### config.mk
export PLATFORM = sky130hd
export DESIGN_NAME = exib_sequenciador_flat
export DESIGN_NICKNAME = d
export VERILOG_FILES = /design/src/rtl/exib_pkg.sv /design/src/rtl/exib_sequenciador_if.sv /design/src/rtl/exib_debounce.sv /design/src/rtl/exib_sequenciador.sv /design/src/flat_wrapper.sv
export SDC_FILE = /design/constraint.sdc
export NUM_CORES = 1
export LEC_CHECK = 0
export ABC_AREA = 1
export BUFFER_PORTS_ARGS = -buffer_cell sky130_fd_sc_hd__buf_2
export CORE_MARGIN = 2
export CORE_UTILIZATION = 52
export DETAILED_ROUTE_END_ITERATION = 16
export HOLD_SLACK_MARGIN = 0.08
export PLACE_DENSITY_LB_ADDON = 0.15
export SYNTH_ARGS = -nofsm -noshare
export SYNTH_HDL_FRONTEND = slang
export SYNTH_SLANG_ARGS = --single-unit
### constraint.sdc
create_clock -name Clk -period 4.4 [get_ports Clk]
set_input_delay 0.44 -clock Clk [delete_from_list [all_inputs] [get_ports Clk]]
set_output_delay 0.44 -clock Clk [all_outputs]
set_load 0.1 [all_outputs]
### src/rtl/exib_pkg.sv
// Shared definitions for the display-result sequencer: state encoding and defaults.
package exib_pkg;

   typedef enum logic [1:0] {
      StOcioso  = 2'd0,
      StCaptura = 2'd1,
      StRevisao = 2'd2,
      StFim     = 2'd3
   } estado_e;

   localparam int unsigned NInstrDef  = 16;
   localparam logic [31:0] EndCodeDef = 32'h05F5E0FF;

endpackage

### src/rtl/exib_sequenciador_if.sv
// Single-port synchronous-read RAM bus between the sequencer (master) and the result memory.
interface exib_sequenciador_if #(
   parameter int unsigned ADDR_W = 5
) ();

   logic              mem_we;
   logic [ADDR_W-1:0] mem_addr;
   logic [31:0]       mem_wdata;
   logic [31:0]       mem_rdata;

   modport master (output mem_we, output mem_addr, output mem_wdata, input mem_rdata);
   modport slave  (input mem_we, input mem_addr, input mem_wdata, output mem_rdata);

endinterface

### src/rtl/exib_debounce.sv
// Push-button conditioner: 2-FF synchronizer, stability filter and rising-edge pulse.
module exib_debounce #(
   parameter int unsigned DEB_CYCLES = 50000
) (
   input  logic Clk,
   input  logic reset,
   input  logic proximo,
   output logic passo
);

   localparam int unsigned CntW = (DEB_CYCLES > 1) ? $clog2(DEB_CYCLES) : 1;
   localparam logic [CntW-1:0] CntMax = CntW'(DEB_CYCLES - 1);

   logic            sync1_q, sync2_q;
   logic            level_q, level_d;
   logic            level_dly_q;
   logic            passo_q, passo_d;
   logic [CntW-1:0] cnt_q, cnt_d;

   // The level only flips after DEB_CYCLES consecutive disagreeing samples.
   always_comb begin
      level_d = level_q;
      cnt_d   = '0;
      if (sync2_q != level_q) begin
         if (cnt_q == CntMax) begin
            level_d = ~level_q;
         end else begin
            cnt_d = cnt_q + 1'b1;
         end
      end
      passo_d = level_q & ~level_dly_q;
   end

   always_ff @(posedge Clk or posedge reset) begin
      if (reset) begin
         sync1_q     <= 1'b0;
         sync2_q     <= 1'b0;
         level_q     <= 1'b0;
         level_dly_q <= 1'b0;
         cnt_q       <= '0;
         passo_q     <= 1'b0;
      end else begin
         sync1_q     <= proximo;
         sync2_q     <= sync1_q;
         level_q     <= level_d;
         level_dly_q <= level_q;
         cnt_q       <= cnt_d;
         passo_q     <= passo_d;
      end
   end

   assign passo = passo_q;

endmodule

### src/rtl/exib_sequenciador.sv
// Captures N_INSTR ALU results into RAM, then replays them one per button press,
// ending with END_CODE and wrapping back to word 0.
module exib_sequenciador
   import exib_pkg::*;
#(
   parameter int unsigned N_INSTR    = NInstrDef,
   parameter int unsigned ADDR_W     = 5,
   parameter int unsigned DEB_CYCLES = 50000,
   parameter logic [31:0] END_CODE   = EndCodeDef
) (
   input  logic                       Clk,
   input  logic                       reset,
   input  logic                       inicio,
   input  logic                       valido,
   input  logic [31:0]                resultadoALU,
   input  logic                       proximo,
   exib_sequenciador_if.master        mem,
   output logic [31:0]                saida,
   output logic                       fim,
   output logic [1:0]                 estado
);

   typedef logic [ADDR_W:0] cnt_t;
   localparam cnt_t LastWr = cnt_t'(N_INSTR - 1);
   localparam cnt_t NWords = cnt_t'(N_INSTR);

   logic passo;

   exib_debounce #(
      .DEB_CYCLES(DEB_CYCLES)
   ) u_debounce (
      .Clk    (Clk),
      .reset  (reset),
      .proximo(proximo),
      .passo  (passo)
   );

   estado_e           estado_q, estado_d;
   cnt_t              wr_cnt_q, wr_cnt_d;
   cnt_t              rd_cnt_q, rd_cnt_d;
   logic [1:0]        rd_stage_q, rd_stage_d;
   logic              mem_we_q, mem_we_d;
   logic [ADDR_W-1:0] mem_addr_q, mem_addr_d;
   logic [31:0]       mem_wdata_q, mem_wdata_d;
   logic [31:0]       saida_q, saida_d;
   logic              fim_q, fim_d;

   always_comb begin
      estado_d    = estado_q;
      wr_cnt_d    = wr_cnt_q;
      rd_cnt_d    = rd_cnt_q;
      rd_stage_d  = rd_stage_q;
      mem_we_d    = 1'b0;
      mem_addr_d  = mem_addr_q;
      mem_wdata_d = mem_wdata_q;
      saida_d     = saida_q;
      fim_d       = fim_q;
      case (estado_q)
         StOcioso: begin
            if (inicio) begin
               estado_d = StCaptura;
               wr_cnt_d = '0;
            end
         end
         StCaptura: begin
            if (valido) begin
               mem_we_d    = 1'b1;
               mem_addr_d  = wr_cnt_q[ADDR_W-1:0];
               mem_wdata_d = resultadoALU;
               wr_cnt_d    = wr_cnt_q + 1'b1;
               if (wr_cnt_q == LastWr) begin
                  estado_d = StRevisao;
                  rd_cnt_d = '0;
               end
            end
         end
         StRevisao: begin
            if (inicio) begin
               estado_d   = StCaptura;
               wr_cnt_d   = '0;
               fim_d      = 1'b0;
               rd_stage_d = 2'd0;
            end else if (rd_stage_q == 2'd1) begin
               rd_stage_d = 2'd2;
            end else if (rd_stage_q == 2'd2) begin
               // RAM data for the address issued two edges ago is valid now.
               saida_d    = mem.mem_rdata;
               rd_stage_d = 2'd0;
            end else if (passo) begin
               if (rd_cnt_q == NWords) begin
                  estado_d = StFim;
                  saida_d  = END_CODE;
                  fim_d    = 1'b1;
               end else begin
                  mem_addr_d = rd_cnt_q[ADDR_W-1:0];
                  rd_cnt_d   = rd_cnt_q + 1'b1;
                  rd_stage_d = 2'd1;
               end
            end
         end
         StFim: begin
            if (inicio) begin
               estado_d   = StCaptura;
               wr_cnt_d   = '0;
               fim_d      = 1'b0;
               rd_stage_d = 2'd0;
            end else if (passo) begin
               // Wrap: the same press also launches the read of word 0.
               estado_d   = StRevisao;
               fim_d      = 1'b0;
               mem_addr_d = '0;
               rd_cnt_d   = cnt_t'(1);
               rd_stage_d = 2'd1;
            end
         end
         default: estado_d = StOcioso;
      endcase
   end

   always_ff @(posedge Clk or posedge reset) begin
      if (reset) begin
         estado_q    <= StOcioso;
         wr_cnt_q    <= '0;
         rd_cnt_q    <= '0;
         rd_stage_q  <= 2'd0;
         mem_we_q    <= 1'b0;
         mem_addr_q  <= '0;
         mem_wdata_q <= '0;
         saida_q     <= '0;
         fim_q       <= 1'b0;
      end else begin
         estado_q    <= estado_d;
         wr_cnt_q    <= wr_cnt_d;
         rd_cnt_q    <= rd_cnt_d;
         rd_stage_q  <= rd_stage_d;
         mem_we_q    <= mem_we_d;
         mem_addr_q  <= mem_addr_d;
         mem_wdata_q <= mem_wdata_d;
         saida_q     <= saida_d;
         fim_q       <= fim_d;
      end
   end

   assign mem.mem_we    = mem_we_q;
   assign mem.mem_addr  = mem_addr_q;
   assign mem.mem_wdata = mem_wdata_q;
   assign saida         = saida_q;
   assign fim           = fim_q;
   assign estado        = estado_q;

endmodule
### src/flat_wrapper.sv
// flat-port wrapper written by rule: the top's interface ports become plain ports
module exib_sequenciador_flat import exib_pkg::*;
#(
   parameter int unsigned N_INSTR    = NInstrDef,
   parameter int unsigned ADDR_W     = 5,
   parameter int unsigned DEB_CYCLES = 50000,
   parameter logic [31:0] END_CODE   = EndCodeDef
)
  (Clk, reset, inicio, valido, resultadoALU, proximo, saida, fim, estado, mem_mem_we, mem_mem_addr, mem_mem_wdata, mem_mem_rdata);
  exib_sequenciador_if #(.ADDR_W(ADDR_W)) mem_i ();
  input  logic Clk;
  input  logic reset;
  input  logic inicio;
  input  logic valido;
  input  logic [31:0] resultadoALU;
  input  logic proximo;
  output logic [31:0] saida;
  output logic fim;
  output logic [1:0] estado;
  output wire logic [$bits(mem_i.mem_we)-1:0] mem_mem_we;
  output wire logic [$bits(mem_i.mem_addr)-1:0] mem_mem_addr;
  output wire logic [$bits(mem_i.mem_wdata)-1:0] mem_mem_wdata;
  input wire logic [$bits(mem_i.mem_rdata)-1:0] mem_mem_rdata;
  assign mem_mem_we = mem_i.mem_we;
  assign mem_mem_addr = mem_i.mem_addr;
  assign mem_mem_wdata = mem_i.mem_wdata;
  assign mem_i.mem_rdata = mem_mem_rdata;
  exib_sequenciador #(.N_INSTR(N_INSTR), .ADDR_W(ADDR_W), .DEB_CYCLES(DEB_CYCLES), .END_CODE(END_CODE)) u_core (.Clk(Clk), .reset(reset), .inicio(inicio), .valido(valido), .resultadoALU(resultadoALU), .proximo(proximo), .mem(mem_i), .saida(saida), .fim(fim), .estado(estado));
endmodule
==> impl_metrics.yaml <==
outcome:
  outcome: "finished, final reports clean"
logic_synthesis:
  syn_area_sq_um: 5090
  yosys_warnings: 0
  synth.distinct_cells: 32
  syn_avg_cell_area_sq_um: 8.56
  syn_nets: 670
  syn_inst: 595
  ys_ff_latch: 108
  yosysSeqAreaShare_pct: 53.0
critical_path:
  reg2reg_from: "u_core.rd_stage_q[0]$_DFFE_PP0P_"
  rr_worst_depth: 7
  crit_required_ns: 4.69
  critPathMaxFanout: 64
  worstPathArrival_ns: 2.81
  endpoint_kind: "flop"
  rrSetupSlack_ns: 1.88
  crit_type: "flop to flop"
  rr_endpoint: "u_core.saida[8]$_DFFE_PP0P_"
  crit_path_start_kind: "flop"
floorplan:
  ios: 142
  die_area_sq_um: 10600
  core.rowCount: 36
  die_width_microns: 103
  die_h_microns: 103
  core-area_sq_um: 9640
  start_util_pct: 52.9
cts:
  cts_tree: "built"
  clock_sinks: 108
  postCtsSetupBuffers: 0
  cts.htree.levels: 3
  clk_path_buf_depth: 2
  cts_buffers: 9
  cts_resized: 0
  hold_buffers: 0
  cts-root-buf: "clkbuf_8"
  clk_pin_slew_ns: 0.10
  clk_latency_ns: 0.37
timing:
  period_minus_slack_ns: 2.52
  setup_viol: 0
  finalClockSkew_ns: 0.00841
  final.setup.tns_ns: 0
  hold_viol: 0
  drv_slew: 0
  worst_pin_slew_ns: 0.918
  fmax_mhz: 396
  fin_crit_sh_pct: 57.3
  relSlewSlack_pct: 38.8
  rsz0062_at_grt: "no"
cells_and_area:
  mostFrequentLayoutCells: "nand2_1 (222), buf_2 (141), dfrtp_1 (108)"
  final_common_cell: "nand2_1"
  final_nets: 803
  drive_gt1_share_pct: 29.5
  fin_area_sq_um: 6020
  fill_cells: 885
  n_antenna_cell: 0
  fin_util_pct: 62.5
  area_growth_pct: 18.2
drt:
  num_vias: 4232
  drt-pass1-iter-count: 5
  drc: 0
  dr.first_iter.drc_count: 198
  via_per_inst: 4.89
  antenna_left: 0
  routedWlPerCell_microns: 12.4
  routed_wl_microns: 10700
place:
  place_area_sq_um: 5820
  dp_hpwl_microns: 7710
  port_buffers: 141
  gp_routability_congestion: 0.897
job:
  drv_cap: 0
pwr:
  power_leakage_nw: 3.21
  p_seq_share_pct: 29.3
  ir_drop_v: 0.000572
  p_int_mw: 1.98
  combPwrFrac_pct: 58.1
  clkPwrFrac_pct: 12.6
  switchingPower_mw: 2.90
  switching_share_pct: 59.4
  p_per_area_nw_per_um2: 810
grt:
  busiest_layer: "met2"
  antenna_found_initial: 0
  grt_max_degree: 79
  grtUsageTotal_pct: 20.1
  grt.overflow.total: 0
  use_met3_pct: 3.93
  grt_pass1_wl_microns: 16800
  grt_pass1_vias: 3765
  use_met1_pct: 25.8
  use_met2_pct: 34.4
worst_hold_path:
  min_to: "u_core.u_debounce.sync1_q$_DFF_PP0_"
  min_delay_path_depth: 1
  worstHoldStart: "proximo"
  hold_path.class: "input pin to flop"
-- cells by family after synthesis --
family	Yosys count	synth area share, %
flip-flops	108	53.0
multiplexers	1	0.196
AO/OA/AOI/OAI	59	8.60
XOR/XNOR	9	1.55
adder cells (fa/ha/maj)	6	1.47
buffers and inverters	67	6.58
AND/OR/NAND/NOR	345	28.6
-- layer usage --
layer / up-vias / share of wire, %
li1: 2136 / -
met1: 1984 / 44
met2: 100 / 50
met3: 12 / 4.8
met4: 0 / 1.3
met5: - / 0
-- registers in the layout, summed over array words and instances (netlist names) --
| name | flops |
|---|---|
| u_core.estado | 2 |
| u_core.rd_stage_q | 2 |
| u_core.saida | 32 |
| u_core.mem.mem_we | 1 |
| u_core.u_debounce.sync1_q | 1 |
| u_core.u_debounce.level_dly_q | 1 |
| u_core.mem.mem_wdata | 32 |
| u_core.u_debounce.level_q | 1 |
| u_core.fim | 1 |
| u_core.u_debounce.passo | 1 |
| u_core.rd_cnt_q | 6 |
| u_core.mem.mem_addr | 5 |
| u_core.u_debounce.cnt_q | 16 |
| u_core.wr_cnt_q | 6 |
| u_core.u_debounce.sync2_q | 1 |
-- worst max path at each step --
stage	startpoint	to	slack (ns)	cells after the start
2_1_floorplan	reset	u_core.estado[0]$_DFFE_PP0P_	1.11	1
3_3_place_gp	u_core.rd_stage_q[0]$_DFFE_PP0P_	u_core.saida[14]$_DFFE_PP0P_	1.99	7
3_5_place_dp	u_core.rd_stage_q[0]$_DFFE_PP0P_	u_core.saida[8]$_DFFE_PP0P_	1.87	7
4_1_cts	u_core.rd_stage_q[0]$_DFFE_PP0P_	u_core.saida[8]$_DFFE_PP0P_	1.85	7
5_1_grt	u_core.rd_stage_q[0]$_DFFE_PP0P_	u_core.saida[8]$_DFFE_PP0P_	1.64	7
6_report	u_core.rd_stage_q[0]$_DFFE_PP0P_	u_core.saida[8]$_DFFE_PP0P_	1.88	7
-- critical path, stage by stage (launching register included) --
cell and delay, ns:
dfrtp_1 0.38, inv_1 0.05, ha_1 0.39, inv_1 0.57, o21ai_2 0.15, nand2_4 0.61, nand2_1 0.16, o21ai_2 0.10
-- Yosys cell counts, drive strengths merged --
master | instances | area, sq um
o22ai | 3 | 18.8
nand4 | 16 | 106
nor2 | 62 | 250
inv | 46 | 175
clkinv | 1 | 3.75
dfrtp | 108 | 2700
nand2 | 228 | 881
or2 | 2 | 12.5
xnor2 | 2 | 17.5
clkbuf | 4 | 16.3
nor3 | 8 | 45.0
a21oi | 5 | 25.0
mux2i | 1 | 10.0
ha | 6 | 75.1
o21ai | 51 | 394
buf | 16 | 140
xor2 | 7 | 61.3
nand3 | 29 | 160
-- power groups by stage --
stage	registers (mW)	clock network, mW	logic (mW)
floorplan	3.19	0	0.675
global placement	1.44	0	2.82
detailed placement	1.45	0	2.85
CTS	1.43	0.636	2.85
global route	1.47	0.663	2.99
finish	1.43	0.616	2.83
-- through the flow --
| stage | instances | setup WS, ns | hold WS [ns] | total power, mW |
|---|---|---|---|---|
| after global placement | 850 | 1.99 | 0.341 | 4.26 |
| after floorplan | 595 | 1.11 | 0.331 | 3.87 |
| after global routing | 866 | 1.64 | 0.158 | 5.12 |
| final | 866 | 1.88 | 0.182 | 4.88 |
| after CTS | 866 | 1.85 | 0.159 | 4.92 |
| after detailed placement | 850 | 1.87 | 0.339 | 4.30 |
-- area by class of cell --
| cell class | instances | area, sq um | share of cell area (%) |
|---|---|---|---|
| clock buffers | 12 | 155 | 2.58 |
| flip-flops and latches | 108 | 2700 | 44.9 |
| multi-input cells | 420 | 2060 | 34.2 |
| well taps | 133 | 166 | 2.76 |
| clock inverters | 4 | 47.5 | 0.789 |
| repair buffers | 142 | 713 | 11.8 |
| inverters | 47 | 181 | 3.01 |
No activity file was read; power rests on OpenSTA's default activity.
